File: config.mk
export PLATFORM = sky130hd
export DESIGN_NAME = stopwatch_counter
export DESIGN_NICKNAME = d
export VERILOG_FILES = /design/src/rtl/stopwatch_pkg.sv /design/src/rtl/bcd_mod60_counter.sv /design/src/rtl/stopwatch_counter.sv
export SDC_FILE = /design/constraint.sdc
export NUM_CORES = 1
export LEC_CHECK = 0
export CORE_UTILIZATION = 45
export DETAILED_ROUTE_END_ITERATION = 8
export HOLD_SLACK_MARGIN = 0.03
export PLACE_DENSITY = 0.74
export SLEW_MARGIN = 20
export SYNTH_ARGS = -nofsm -noshare
export SYNTH_HDL_FRONTEND = slang
export SYNTH_SLANG_ARGS = --single-unit
File: constraint.sdc
create_clock -name FasterClock -period 5.2 [get_ports FasterClock]
set_input_delay 1.04 -clock FasterClock [delete_from_list [all_inputs] [get_ports FasterClock]]
set_output_delay 1.04 -clock FasterClock [all_outputs]
set_load 0.01 [all_outputs]
File: src/rtl/stopwatch_pkg.sv
// Shared types and constants for the stopwatch timekeeping core.
//   state_e : top-level operating mode (RUN, HALT, ADJ)
//   bcd_t   : one BCD digit
//   ONES_MAX / TENS_MAX : digit limits giving the 00..59 range of a field
package stopwatch_pkg;

  typedef enum logic [1:0] {
    RUN  = 2'd0,
    HALT = 2'd1,
    ADJ  = 2'd2
  } state_e;

  typedef logic [3:0] bcd_t;

  localparam bcd_t ONES_MAX = 4'd9;
  localparam bcd_t TENS_MAX = 4'd5;

endpackage : stopwatch_pkg

File: src/rtl/bcd_mod60_counter.sv
// Two-digit BCD counter over 00..59, used once for seconds and once for minutes.
// Ports:
//   FasterClock, ResetN : clock and async active-low reset
//   Inc      : advance by one this cycle (59 wraps to 00)
//   Clear    : synchronous clear to 00, wins over Inc
//   Tens     : tens digit, 0..5
//   Ones     : ones digit, 0..9
//   CarryOut : combinational, high when Inc is asserted while at 59
module bcd_mod60_counter
  import stopwatch_pkg::*;
(
  input  logic FasterClock,
  input  logic ResetN,
  input  logic Inc,
  input  logic Clear,
  output bcd_t Tens,
  output bcd_t Ones,
  output logic CarryOut
);

  bcd_t tens_q, tens_d;
  bcd_t ones_q, ones_d;
  logic at_max;

  assign at_max   = (tens_q == TENS_MAX) && (ones_q == ONES_MAX);
  assign CarryOut = Inc && at_max;

  // NOTE: every always_comb output gets a hold default first so no path
  // leaves it unassigned; otherwise synthesis infers a latch.
  always_comb begin
    tens_d = tens_q;
    ones_d = ones_q;
    if (Clear) begin
      tens_d = '0;
      ones_d = '0;
    end else if (Inc) begin
      if (ones_q == ONES_MAX) begin
        ones_d = '0;
        tens_d = (tens_q == TENS_MAX) ? bcd_t'(0) : bcd_t'(tens_q + 4'd1);
      end else begin
        ones_d = ones_q + 4'd1;
      end
    end
  end

  // NOTE: state flops use non-blocking assignments so every register samples
  // pre-edge values regardless of block evaluation order.
  always_ff @(posedge FasterClock or negedge ResetN) begin
    if (!ResetN) begin
      tens_q <= '0;
      ones_q <= '0;
    end else begin
      tens_q <= tens_d;
      ones_q <= ones_d;
    end
  end

  assign Tens = tens_q;
  assign Ones = ones_q;

endmodule : bcd_mod60_counter

File: src/rtl/stopwatch_counter.sv
// Stopwatch timekeeping core: mm:ss BCD counter with pause toggle and
// per-field adjust mode. Sits behind the button debouncer and feeds the
// seven-segment driver.
// Ports:
//   FasterClock, ResetN : system clock, async active-low reset
//   OneHzEn   : 1 Hz single-cycle pulse, counts in RUN
//   TwoHzEn   : 2 Hz single-cycle pulse, adjust increment and blink in ADJ
//   PauseIn   : debounced pause level; each rising edge toggles Paused
//   AdjustIn  : debounced adjust switch, 1 = adjust mode
//   SelectIn  : field to adjust, 0 = minutes, 1 = seconds
//   MinTens, MinOnes, SecTens, SecOnes : BCD display digits
//   Paused      : pause flag
//   AdjustBlink : blink phase for the field under adjustment
module stopwatch_counter
  import stopwatch_pkg::*;
(
  input  logic FasterClock,
  input  logic ResetN,
  input  logic OneHzEn,
  input  logic TwoHzEn,
  input  logic PauseIn,
  input  logic AdjustIn,
  input  logic SelectIn,
  output bcd_t MinTens,
  output bcd_t MinOnes,
  output bcd_t SecTens,
  output bcd_t SecOnes,
  output logic Paused,
  output logic AdjustBlink
);

  state_e state_q, state_d;
  logic   pause_prev_q, pause_prev_d;
  logic   paused_q, paused_d;
  logic   blink_q, blink_d;
  logic   pause_edge;
  logic   sec_inc, sec_carry, min_inc;

  assign pause_edge = PauseIn && !pause_prev_q;

  // Digit action follows the registered state, so a pulse arriving together
  // with a mode change is handled by the mode being left.
  assign sec_inc = ((state_q == RUN) && OneHzEn) ||
                   ((state_q == ADJ) && TwoHzEn && SelectIn);
  // sec_carry can also fire in ADJ at 59 seconds; only RUN chains it on.
  assign min_inc = ((state_q == RUN) && sec_carry) ||
                   ((state_q == ADJ) && TwoHzEn && !SelectIn);

  bcd_mod60_counter u_sec (
    .FasterClock (FasterClock),
    .ResetN      (ResetN),
    .Inc         (sec_inc),
    .Clear       (1'b0),
    .Tens        (SecTens),
    .Ones        (SecOnes),
    .CarryOut    (sec_carry)
  );

  bcd_mod60_counter u_min (
    .FasterClock (FasterClock),
    .ResetN      (ResetN),
    .Inc         (min_inc),
    .Clear       (1'b0),
    .Tens        (MinTens),
    .Ones        (MinOnes),
    .CarryOut    ()
  );

  always_comb begin
    pause_prev_d = PauseIn;
    paused_d     = paused_q ^ pause_edge;
    state_d      = state_q;
    blink_d      = 1'b0;
    unique case (state_q)
      RUN: begin
        if (AdjustIn)        state_d = ADJ;
        else if (pause_edge) state_d = HALT;
      end
      HALT: begin
        if (AdjustIn)        state_d = ADJ;
        else if (pause_edge) state_d = RUN;
      end
      ADJ: begin
        // Leaving ADJ lands on the mode matching the updated pause flag.
        if (!AdjustIn) state_d = paused_d ? HALT : RUN;
        else           blink_d = blink_q ^ TwoHzEn;
      end
      default: state_d = RUN;
    endcase
  end

  // NOTE: ResetN is asynchronous, so reset values appear immediately rather
  // than waiting for the next clock edge.
  always_ff @(posedge FasterClock or negedge ResetN) begin
    if (!ResetN) begin
      state_q      <= RUN;
      pause_prev_q <= 1'b0;
      paused_q     <= 1'b0;
      blink_q      <= 1'b0;
    end else begin
      state_q      <= state_d;
      pause_prev_q <= pause_prev_d;
      paused_q     <= paused_d;
      blink_q      <= blink_d;
    end
  end

  assign Paused      = paused_q;
  assign AdjustBlink = blink_q;

endmodule : stopwatch_counter

==> summary.md <==
| Metric | Value |
|---|---|
| Run status | completed |
| Pwr/cell area | 478 nW/um^2 |
| Worst path bufs/invs | 1 |
| YS warnings | 0 |
| HPWL Detailed | 1.36 mm |
| Starting DRT DRC Count | 5 |
| DRC violations left | 0 |
| GRT Overall Usage | 0.169 |
| Fill count | 173 |
| Critical path class | in2reg |
| Average vias per placed instance | 5.18 |
| Worst EP arrival | 2870 ps |
| Tcrit/Tclk final | 0.514 |
| Slowest cell on the critical path | clkdlybuf4s50_1 |
| Worst-path clk slew | 110 ps |
| Hold-fix buffers at CTS | 0 |
| Rel. slew slack | 0.671 |
| # Post-CTS Setup Buffers | 0 |
| Leading area contributor after synthesis | dfrtp_1 |
| Die Width | 49.8 um |
| Fin Setup TNS | 0 ps |
| Async S/R FF share, synth | 1.00 |
| # Max-Cap Violations | 0 |
| Mapped Avg Cell Area | 11.1 um^2 |
| Total global routing overflow | 0 |
| CTS Buf Count | 3 |
| Crit-path leading delay family | compound AO/OA/AOI/OAI gates |
| Layout cells sized above 1 | 0.124 |
| Post-synthesis sequential area ratio | 0.511 |
| Via count | 767 |
| Commonest cells post-synth | dfrtp_1, xnor2_1, nand2_1, nand3_1 |
| Setup crit start kind | input port |
| Crit path capture type | register |
| Antenna diode count | 0 |
| Actual slew at the worst max-slew pin | 493 ps |
| Achievable Freq | 374 MHz |
| Sink Count | 21 |
| Final hold viol count | 0 |
| GP Congestion | 0.683 |
| Synthesized flop and latch total | 21 |
| Post-cts resize count | 0 |
| Worst-case clock skew | 2.09 ps |
| Antenna violations before repair | 0 |
| Area of placed instances | 1300 um^2 |
| CTS tree | built |
| Top post-synthesis cells by area | dfrtp_1, xnor2_1, xor2_1 |
| Pin count of the biggest net entering global routing | 22 |
| Worst vdd ir | 0.300 mV |
| Critical path, cell by cell | clkdlybuf4s50_1 -> and4b_1 -> o21ai_2 -> o31ai_4 -> nand2_2 -> mux2_4 |
| Syn Inst Count | 93 |
| Nets | 129 |
| Num ports | 25 |
| Core ar. | 2060 um^2 |
| Die Height | 49.8 um |
| Final ANT Viol Nets | 0 |
| Final slew viol count | 0 |
| Static leakage | 0.558 nW |
| Max incr delay on CP | 520 ps |
| Worst-Skew Late Latency | 300 ps |
| Clock root buffer master | clkbuf_4 |
| Starting Density | 0.499 |
| Reg area | 526 um^2 |
| Worst Hold Class | reg2reg |
| Port bufs | 24 |
| Area Overhead vs Synth | 28.7% |
| Wire length of the first global-routing pass | 3.15 mm |
| Total power | 0.632 mW |
| CP Data Required Time | 5400 ps |
| Pre-Repair DR Iteration Count | 4 |
| Design Area, Final | 1320 um^2 |
| Multi-input logic area | 488 um^2 |
| Ys flop type | dfrtp_1 |
| Drt wl/cell | 12.6 um |
| RSZ-0062 raised after global routing | false |
| Clock H-tree levels | 1 |
| Die area | 2480 um^2 |
| Cell Area, Synth | 1030 um^2 |
| Setup Viol. Count Final | 0 |
| CP Max Fanout | 10 |
| Vias in the first global route | 701 |
| Number of flops mapped to enable cells by yosys | 0 |
| Syn_nets | 100 |
| Rows | 16 |
| Final min period | 2670 ps |
| Most frequent cell after synthesis | dfrtp_1 |
| Final WL | 1.87 mm |
| Top cell type's share of synthesized area | 0.511 |
| Count of cell types in the netlist | 33 |
| Clock tree buffer depth | 2 |
[registers in the layout, summed over array words and instances (netlist names)]
name and count:
state_q 2, AdjustBlink 1, Paused 1, u_min.Tens 4
u_min.Ones 4, u_sec.Tens 4, u_sec.Ones 4, pause_prev_q 1
[area by class of cell]
| cell class | count | share of cell area |
|---|---|---|
| clock buffer | 4 | 0.0198 |
| inverter | 4 | 0.0113 |
| multi-input combinational | 68 | 0.369 |
| sequential | 21 | 0.397 |
| tap | 27 | 0.0255 |
| timing repair buffer | 24 | 0.178 |
[final timing paths]
check,from,endpoint,slack [ps],cells past startpoint
hold / removal,u_sec.Tens[3]$_DFFE_PN0P_,u_sec.Tens[3]$_DFFE_PN0P_,510,1
hold reg to reg,u_sec.Tens[3]$_DFFE_PN0P_,u_sec.Tens[3]$_DFFE_PN0P_,510,1
max in group asynchronous,ResetN,u_min.Ones[3]$_DFFE_PN0P_,4210,1
setup / recovery,TwoHzEn,u_min.Ones[1]$_DFFE_PN0P_,2530,6
setup reg to reg,u_sec.Ones[2]$_DFFE_PN0N_,u_min.Ones[1]$_DFFE_PN0P_,3210,5
min in group asynchronous,ResetN,pause_prev_q$_DFF_PN0_,670,1
[power breakdown]
| part | internal, mW | switching, mW |
|---|---|---|
| clock | 0.0299 | 0.0488 |
| combinational | 0.163 | 0.103 |
| sequential | 0.215 | 0.0727 |
| total | 0.408 | 0.225 |
[cell usage in the layout, fill, tap and decap left out, types with 4 or more instances in the layout]
cell type | Yosys | final
o21ai_0 | 4 | 4
nand2_1 | 6 | 6
nor2_1 | 5 | 5
clkdlybuf4s50_1 | 0 | 23
xnor2_1 | 7 | 7
nor2b_1 | 5 | 5
inv_1 | 4 | 4
dfrtp_1 | 21 | 21
xor2_1 | 4 | 4
nand3_1 | 6 | 6
[per-layer routing]
layer	vias to the layer above	track usage	routed length, um
met1	365	0.235	913
met2	20	0.261	859
met4	0	0.0571	18
li1	380	-	-
met5	-	0	0
met3	2	0.0340	82
[logic make-up after synthesis]
family          after synthesis  synth area share
mux                           3            0.0401
simple gates                 38             0.219
compound gates               16             0.122
buf+inv                       4            0.0146
xor+xnor                     11            0.0937
flops                        21             0.511
[worst reg2reg max path, cell delays in order (launching register included)]
cell	delay, ps
dfrtp_1	440
nand2b_4	170
or3b_4	400
o31ai_4	480
nand2_2	100
mux2_4	300
[per-stage QoR]
step	util	cells	hold WS, ps	setup WS (ps)
after floorplan	-	93	515	2870
after global placement	0.632	144	469	2260
after detailed placement	0.632	144	483	2220
after CTS	0.644	148	505	2540
after global routing	0.642	148	518	2470
final	0.642	148	505	2530
(Power assumes the default switching activity.)
==> patch 1, RTL diff (config.mk and constraints unchanged) <==
Register the inputs `OneHzEn`, `TwoHzEn`, `PauseIn`, `AdjustIn` and `SelectIn` before use, cleared by the reset. The logic sees them one clock later. Comments in the files are not updated.
--- a/src/rtl/stopwatch_counter.sv
+++ b/src/rtl/stopwatch_counter.sv
@@ -29,6 +29,28 @@
   output logic AdjustBlink
 );
 
+  logic OneHzEn_q;
+  logic TwoHzEn_q;
+  logic PauseIn_q;
+  logic AdjustIn_q;
+  logic SelectIn_q;
+
+  always_ff @(posedge FasterClock or negedge ResetN) begin
+    if (!ResetN) begin
+      OneHzEn_q  <= '0;
+      TwoHzEn_q  <= '0;
+      PauseIn_q  <= '0;
+      AdjustIn_q <= '0;
+      SelectIn_q <= '0;
+    end else begin
+      OneHzEn_q  <= OneHzEn;
+      TwoHzEn_q  <= TwoHzEn;
+      PauseIn_q  <= PauseIn;
+      AdjustIn_q <= AdjustIn;
+      SelectIn_q <= SelectIn;
+    end
+  end
+
   state_e state_q, state_d;
   logic   pause_prev_q, pause_prev_d;
   logic   paused_q, paused_d;
@@ -36,15 +58,15 @@
   logic   pause_edge;
   logic   sec_inc, sec_carry, min_inc;
 
-  assign pause_edge = PauseIn && !pause_prev_q;
+  assign pause_edge = PauseIn_q && !pause_prev_q;
 
   // Digit action follows the registered state, so a pulse arriving together
   // with a mode change is handled by the mode being left.
-  assign sec_inc = ((state_q == RUN) && OneHzEn) ||
-                   ((state_q == ADJ) && TwoHzEn && SelectIn);
+  assign sec_inc = ((state_q == RUN) && OneHzEn_q) ||
+                   ((state_q == ADJ) && TwoHzEn_q && SelectIn_q);
   // sec_carry can also fire in ADJ at 59 seconds; only RUN chains it on.
   assign min_inc = ((state_q == RUN) && sec_carry) ||
-                   ((state_q == ADJ) && TwoHzEn && !SelectIn);
+                   ((state_q == ADJ) && TwoHzEn_q && !SelectIn_q);
 
   bcd_mod60_counter u_sec (
     .FasterClock (FasterClock),
@@ -67,23 +89,23 @@
   );
 
   always_comb begin
-    pause_prev_d = PauseIn;
+    pause_prev_d = PauseIn_q;
     paused_d     = paused_q ^ pause_edge;
     state_d      = state_q;
     blink_d      = 1'b0;
     unique case (state_q)
       RUN: begin
-        if (AdjustIn)        state_d = ADJ;
+        if (AdjustIn_q)        state_d = ADJ;
         else if (pause_edge) state_d = HALT;
       end
       HALT: begin
-        if (AdjustIn)        state_d = ADJ;
+        if (AdjustIn_q)        state_d = ADJ;
         else if (pause_edge) state_d = RUN;
       end
       ADJ: begin
         // Leaving ADJ lands on the mode matching the updated pause flag.
-        if (!AdjustIn) state_d = paused_d ? HALT : RUN;
-        else           blink_d = blink_q ^ TwoHzEn;
+        if (!AdjustIn_q) state_d = paused_d ? HALT : RUN;
+        else           blink_d = blink_q ^ TwoHzEn_q;
       end
       default: state_d = RUN;
     endcase
Function: changed (a bounded check fails within 4 cycles, from zero or initial values and one cycle with ResetN low).
==> patch 1 against the original RTL <==
Total power increased by 13%; clock skew increased by 0.0031 ns; critical endpoint is now SecOnes[1]; fmax grew 7.2%; sequential cell count rose by 5; critical path depth shrank 5; global-route usage fell by 0.19 points; worst setup slack improved by 0.18 ns; clock power up 73%; wire length increased by 1.9%; area after synthesis increased by 12%; cell area is 11% higher; first-iteration DRC count is 140% higher; utilization fell by 4.3 points.
==> patch 1: results (changes against the original RTL) <==
set qor(run_status) {finished, final reports clean} ;# unchanged
set qor(postCtsResizedCells) 0 ;# unchanged
set qor(grt.total_usage) 0.1670 ;# was 0.1689
set qor(grt_max_degree) 27 ;# was 22
set qor(wire_length_of_the_first_global_routing_pass_um) 3408 ;# was 3153 um
set qor(drive_gt1_frac) 0.1032 ;# was 0.1240
set qor(detailedRoute.firstPassIterationCount) 4 ;# unchanged
set qor(syn-num-nets) 106 ;# was 100
set qor(finish.net_count) 134 ;# was 129
set qor(synth_cell_type_count) 32 ;# was 33
set qor(drt-initial-drc-count) 12 ;# was 5
set qor(critical-path-top-delay-family) {buffers and inverters} ;# was compound AO/OA/AOI/OAI gates
set qor(vias_cell) 5.064 ;# was 5.182
set qor(relative_max_transition_margin) 0.6252 ;# was 0.6713
set qor(vdd.ir_drop.worst_uv) 306.4 ;# was 300.1 uV
set qor(worst_clock_skew_ns) 0.005141 ;# was 0.002091 ns
set qor(synth-seq-area-share) 0.5628 ;# was 0.5109
set qor(cts_root_buf) {sky130_fd_sc_hd__clkbuf_4} ;# unchanged
set qor(arrival_ns) 1.45 ;# was 2.87 ns
set qor(fillerInstances) 190 ;# was 173
set qor(synth_area_leaders) {sky130_fd_sc_hd__dfrtp_1 (56%), sky130_fd_sc_hd__xnor2_1 (5.3%), sky130_fd_sc_hd__nand2_1 (3.2%)} ;# was sky130_fd_sc_hd__dfrtp_1 (51%), sky130_fd_sc_hd__xnor2_1 (6.0%), sky130_fd_sc_hd__xor2_1 (3.4%)
set qor(cts.reportedPaths.clkPinSlew_ns) 0.14 ;# was 0.11 ns
set qor(vias_in_the_first_global_route) 792 ;# was 701
set qor(cp_slowest_stage_delay_ns) 0.60 ;# was 0.52 ns
set qor(preCtsSetupSlack_ns) 2.763 ;# was 2.222 ns
set qor(postRouteWirelength_um) 1907 ;# was 1872 um
set qor(yosys_warnings) 0 ;# unchanged
set qor(globalplace.congestion) 0.7296 ;# was 0.6830
set qor(instance_area_after_placement_mm2) 0.001423 ;# was 0.001303 mm2
set qor(cp_max_fo) 9 ;# was 10
set qor(synth_edf_count) 0 ;# unchanged
set qor(power_report.internal_total_mw) 0.4820 ;# was 0.4078 mW
set qor(numCtsBuffers) 3 ;# unchanged
set qor(commonest_cells_in_the_netlist) {sky130_fd_sc_hd__dfrtp_1 (26), sky130_fd_sc_hd__nand2_1 (10), sky130_fd_sc_hd__xnor2_1 (7)} ;# was sky130_fd_sc_hd__dfrtp_1 (21), sky130_fd_sc_hd__xnor2_1 (7), sky130_fd_sc_hd__nand2_1 (6), sky130_fd_sc_hd__nand3_1 (6)
set qor(power_leakage_nw) 0.6144 ;# was 0.5579 nW
patch 1: cell types whose count changed after synthesis, moves of 3 or more:
cell | before | now
sky130_fd_sc_hd__dfrtp_1 | 21 | 26
sky130_fd_sc_hd__nand2b_1 | 3 | 6
sky130_fd_sc_hd__nand2_1 | 6 | 10
sky130_fd_sc_hd__nor2_1 | 5 | 2
patch 1: layer usage:
metal / up-vias / track usage / part of all wire
li1: 395 / - / -
met1: 379 / 0.2389 / 0.49
met2: 14 / 0.2532 / 0.46
met3: 2 / 0.02609 / 0.035
met4: 0 / 0.06140 / 0.0073
met5: - / 0 / 0
patch 1: metrics by stage:
| stage | hold WS (ns) | instances | power [mW] | util |
|---|---|---|---|---|
| floorplan | 0.3546 | 99 | 0.4541 | - |
| global placement | 0.3659 | 152 | 0.5712 | 0.5795 |
| detailed placement | 0.3696 | 152 | 0.5834 | 0.5795 |
| CTS | 0.4017 | 156 | 0.7200 | 0.6009 |
| global route | 0.4305 | 156 | 0.7629 | 0.5989 |
| finish | 0.4002 | 156 | 0.7131 | 0.5989 |
patch 1: cells by family (layout without fill, tap and decap cells):
family | Yosys count | count (layout) | share of synthesized area
AO/OA/AOI/OAI | 16 | 16 | 0.1169
buffers and inverters | 4 | 31 | 0.01948
flip-flops | 26 | 26 | 0.5628
AND/OR/NAND/NOR | 40 | 40 | 0.1916
multiplexers | 2 | 2 | 0.02598
XOR/XNOR | 11 | 11 | 0.08333
patch 1: final timing paths:
kind                       slack [ns]             to  cells after the start           from
min in group asynchronous        0.70  u_min.Ones[3]                      1         ResetN
hold reg to reg                  0.40   pause_prev_q                      0      PauseIn_q
setup / recovery                 2.71     SecOnes[1]                      1  u_sec.Ones[1]
hold / removal                   0.40   pause_prev_q                      0      PauseIn_q
max in group asynchronous        4.14  u_sec.Ones[1]                      1         ResetN
setup reg to reg                 3.03  u_min.Tens[1]                      5     state_q[1]
patch 1: final cells by class:
class | count | area, um2 | area share
clock buffers | 3 | 22.52 | 0.01532
clock inverters | 1 | 30.03 | 0.02043
inverters | 3 | 11.26 | 0.007660
multi-input cells | 69 | 483.0 | 0.3285
flip-flops and latches | 26 | 650.6 | 0.4426
well taps | 30 | 37.54 | 0.02553
repair buffers | 24 | 235.2 | 0.1600
patch 1: power by group through the flow:
stage | combinational (mW) | sequential, mW | clock, mW
final | 0.250 | 0.327 | 0.136
after global routing | 0.273 | 0.340 | 0.150
after CTS | 0.253 | 0.327 | 0.139
after detailed placement | 0.253 | 0.331 | 0
after global placement | 0.246 | 0.325 | 0
after floorplan | 0.114 | 0.341 | 0
==> patch 2, RTL diff (config.mk and constraints unchanged) <==
Without the edit above. Change the package constant `ONES_MAX` from 4'd9 to 4'd4.
--- a/src/rtl/stopwatch_pkg.sv
+++ b/src/rtl/stopwatch_pkg.sv
@@ -12,7 +12,7 @@
 
   typedef logic [3:0] bcd_t;
 
-  localparam bcd_t ONES_MAX = 4'd9;
+  localparam bcd_t ONES_MAX = 4'd4;
   localparam bcd_t TENS_MAX = 4'd5;
 
 endpackage : stopwatch_pkg
Formal check against the unedited RTL: not equivalent (a bounded check fails within 10 cycles, from zero or initial values and one cycle with ResetN low).
==> patch 2 against the original RTL <==
Sequential share of layout area down 0.45 points; cell area up 1.1%; worst setup slack worse by 0.038 ns; sequential cell count unchanged; area after synthesis up 1.3%; fmax down 1.4%; total power up 0.97%; wire length up 1.8%; cell count up 6.1%; largest cell class unchanged; largest power group unchanged.
==> patch 2: results (changes against the original RTL) <==
set qor(run_status) {finished, final reports clean} ;# unchanged
set qor(postRouteWirelength_um) 1905 ;# was 1872 um
set qor(synth_mux_area_frac) 0.01080 ;# was 0.04015
set qor(grt.total_usage) 0.1780 ;# was 0.1689
set qor(worst_clock_skew_ns) 0.002275 ;# was 0.002091 ns
set qor(antenna_cells_inserted) 0 ;# unchanged
set qor(hold_path_class) {flop to flop} ;# unchanged
set qor(vdd.ir_drop.worst_uv) 281.9 ;# was 300.1 uV
set qor(clock_latency_ns) 0.29
set qor(finish.net_count) 141 ;# was 129
set qor(cp_max_fo) 11 ;# was 10
set qor(wire_length_of_the_first_global_routing_pass_um) 3429 ;# was 3153 um
set qor(synthesized_instance_count) 102 ;# was 93
set qor(synth-seq-area-share) 0.5042 ;# was 0.5109
set qor(synth_adder_area_share) 0.04802 ;# was 0
set qor(gr_ovfl_total) 0 ;# unchanged
set qor(vias_in_the_first_global_route) 780 ;# was 701
set qor(vias) 845 ;# was 767
set qor(place_hpwl_um) 1396 ;# was 1363 um
set qor(drt-initial-drc-count) 17 ;# was 5
set qor(arrival_ns) 2.89 ;# was 2.87 ns
set qor(preCtsSetupSlack_ns) 2.190 ;# was 2.222 ns
set qor(post-place-cells) 153 ;# was 144
set qor(synth-xor-area-share) 0.05882 ;# was 0.09367
set qor(relative_max_transition_margin) 0.3797 ;# was 0.6713
set qor(synth_area_leaders) {sky130_fd_sc_hd__dfrtp_1 (50%), sky130_fd_sc_hd__o21ai_0 (6.2%), sky130_fd_sc_hd__ha_1 (4.8%)} ;# was sky130_fd_sc_hd__dfrtp_1 (51%), sky130_fd_sc_hd__xnor2_1 (6.0%), sky130_fd_sc_hd__xor2_1 (3.4%)
set qor(fillerInstances) 177 ;# was 173
set qor(synth_top_flop_cell) {sky130_fd_sc_hd__dfrtp_1} ;# unchanged
set qor(syn-num-nets) 113 ;# was 100
set qor(power_leakage_nw) 0.5791 ;# was 0.5579 nW
set qor(synth_cell_type_count) 30 ;# was 33
set qor(synth_compound_gate_area_share) 0.1525 ;# was 0.1217
set qor(globalplace.congestion) 0.7608 ;# was 0.6830
set qor(commonest_cells_in_the_netlist) {sky130_fd_sc_hd__dfrtp_1 (21), sky130_fd_sc_hd__o21ai_0 (13), sky130_fd_sc_hd__nand2_1 (8)} ;# was sky130_fd_sc_hd__dfrtp_1 (21), sky130_fd_sc_hd__xnor2_1 (7), sky130_fd_sc_hd__nand2_1 (6), sky130_fd_sc_hd__nand3_1 (6)
set qor(drive_gt1_frac) 0.03876 ;# was 0.1240
set qor(worstReg2RegStart) {state_q[0]} ;# was u_sec.Ones[2]
set qor(path_class) {primary input to flop} ;# unchanged
set qor(number_of_antenna_violations_at_the_first_check_in_global_routing) 0 ;# unchanged
-- patch 2: cell families after synthesis --
group	Yosys count
buffers and inverters	8
muxes	1
xor gates and xnor gates	7
and+or+nand+nor	38
adders and majority gates	4
AOI/OAI and AO/OA	23
DFF	21
-- patch 2: path summary, 6_finish.rpt --
| path | end | slack (ns) | cells past startpoint |
|---|---|---|---|
| setup reg to reg | u_min.Ones[3] | 3.09 | 5 |
| hold reg to reg | u_sec.Tens[3] | 0.51 | 1 |
| max in group asynchronous | u_min.Tens[0] | 3.39 | 1 |
| setup / recovery | u_min.Tens[3] | 2.49 | 5 |
| hold / removal | u_sec.Tens[3] | 0.51 | 1 |
| min in group asynchronous | pause_prev_q | 1.25 | 1 |
-- patch 2: area by class of cell --
cell class                      count  area [um2]  share of cell area
Sequential cell                    21       525.5              0.3925
Multi-Input combinational cell     73       485.5              0.3626
Timing Repair Buffer               24       240.2              0.1794
Tap cell                           28       35.03             0.02617
Clock buffer                        4       26.28             0.01963
Inverter                            7       26.28             0.01963
-- patch 2: power breakdown --
group | internal (mW) | switching [mW]
clock | 0.0298 | 0.0465
combinational | 0.156 | 0.120
sequential | 0.218 | 0.0680
-- patch 2: metrics by stage --
stage,cell area [um2],hold WS [ns]
after floorplan,1042,0.4909
after global placement,1313,0.4927
after detailed placement,1313,0.4990
after CTS,1339,0.5181
after global routing,1339,0.5408
final,1339,0.5093
-- patch 2: per-layer routing --
layer,routed length (um),global-route usage,share of wire
met1,918,0.2359,0.48
met2,908,0.2933,0.48
met3,64,0.02778,0.034
met4,12,0.05714,0.0063
met5,0,0,0
-- patch 2: critical path, cell delays in order --
cell and delay (ns):
sky130_fd_sc_hd__clkdlybuf4s50_1 0.47, sky130_fd_sc_hd__a32oi_1 0.78, sky130_fd_sc_hd__o31a_1 0.35, sky130_fd_sc_hd__nor3_1 0.10, sky130_fd_sc_hd__xor2_1 0.15
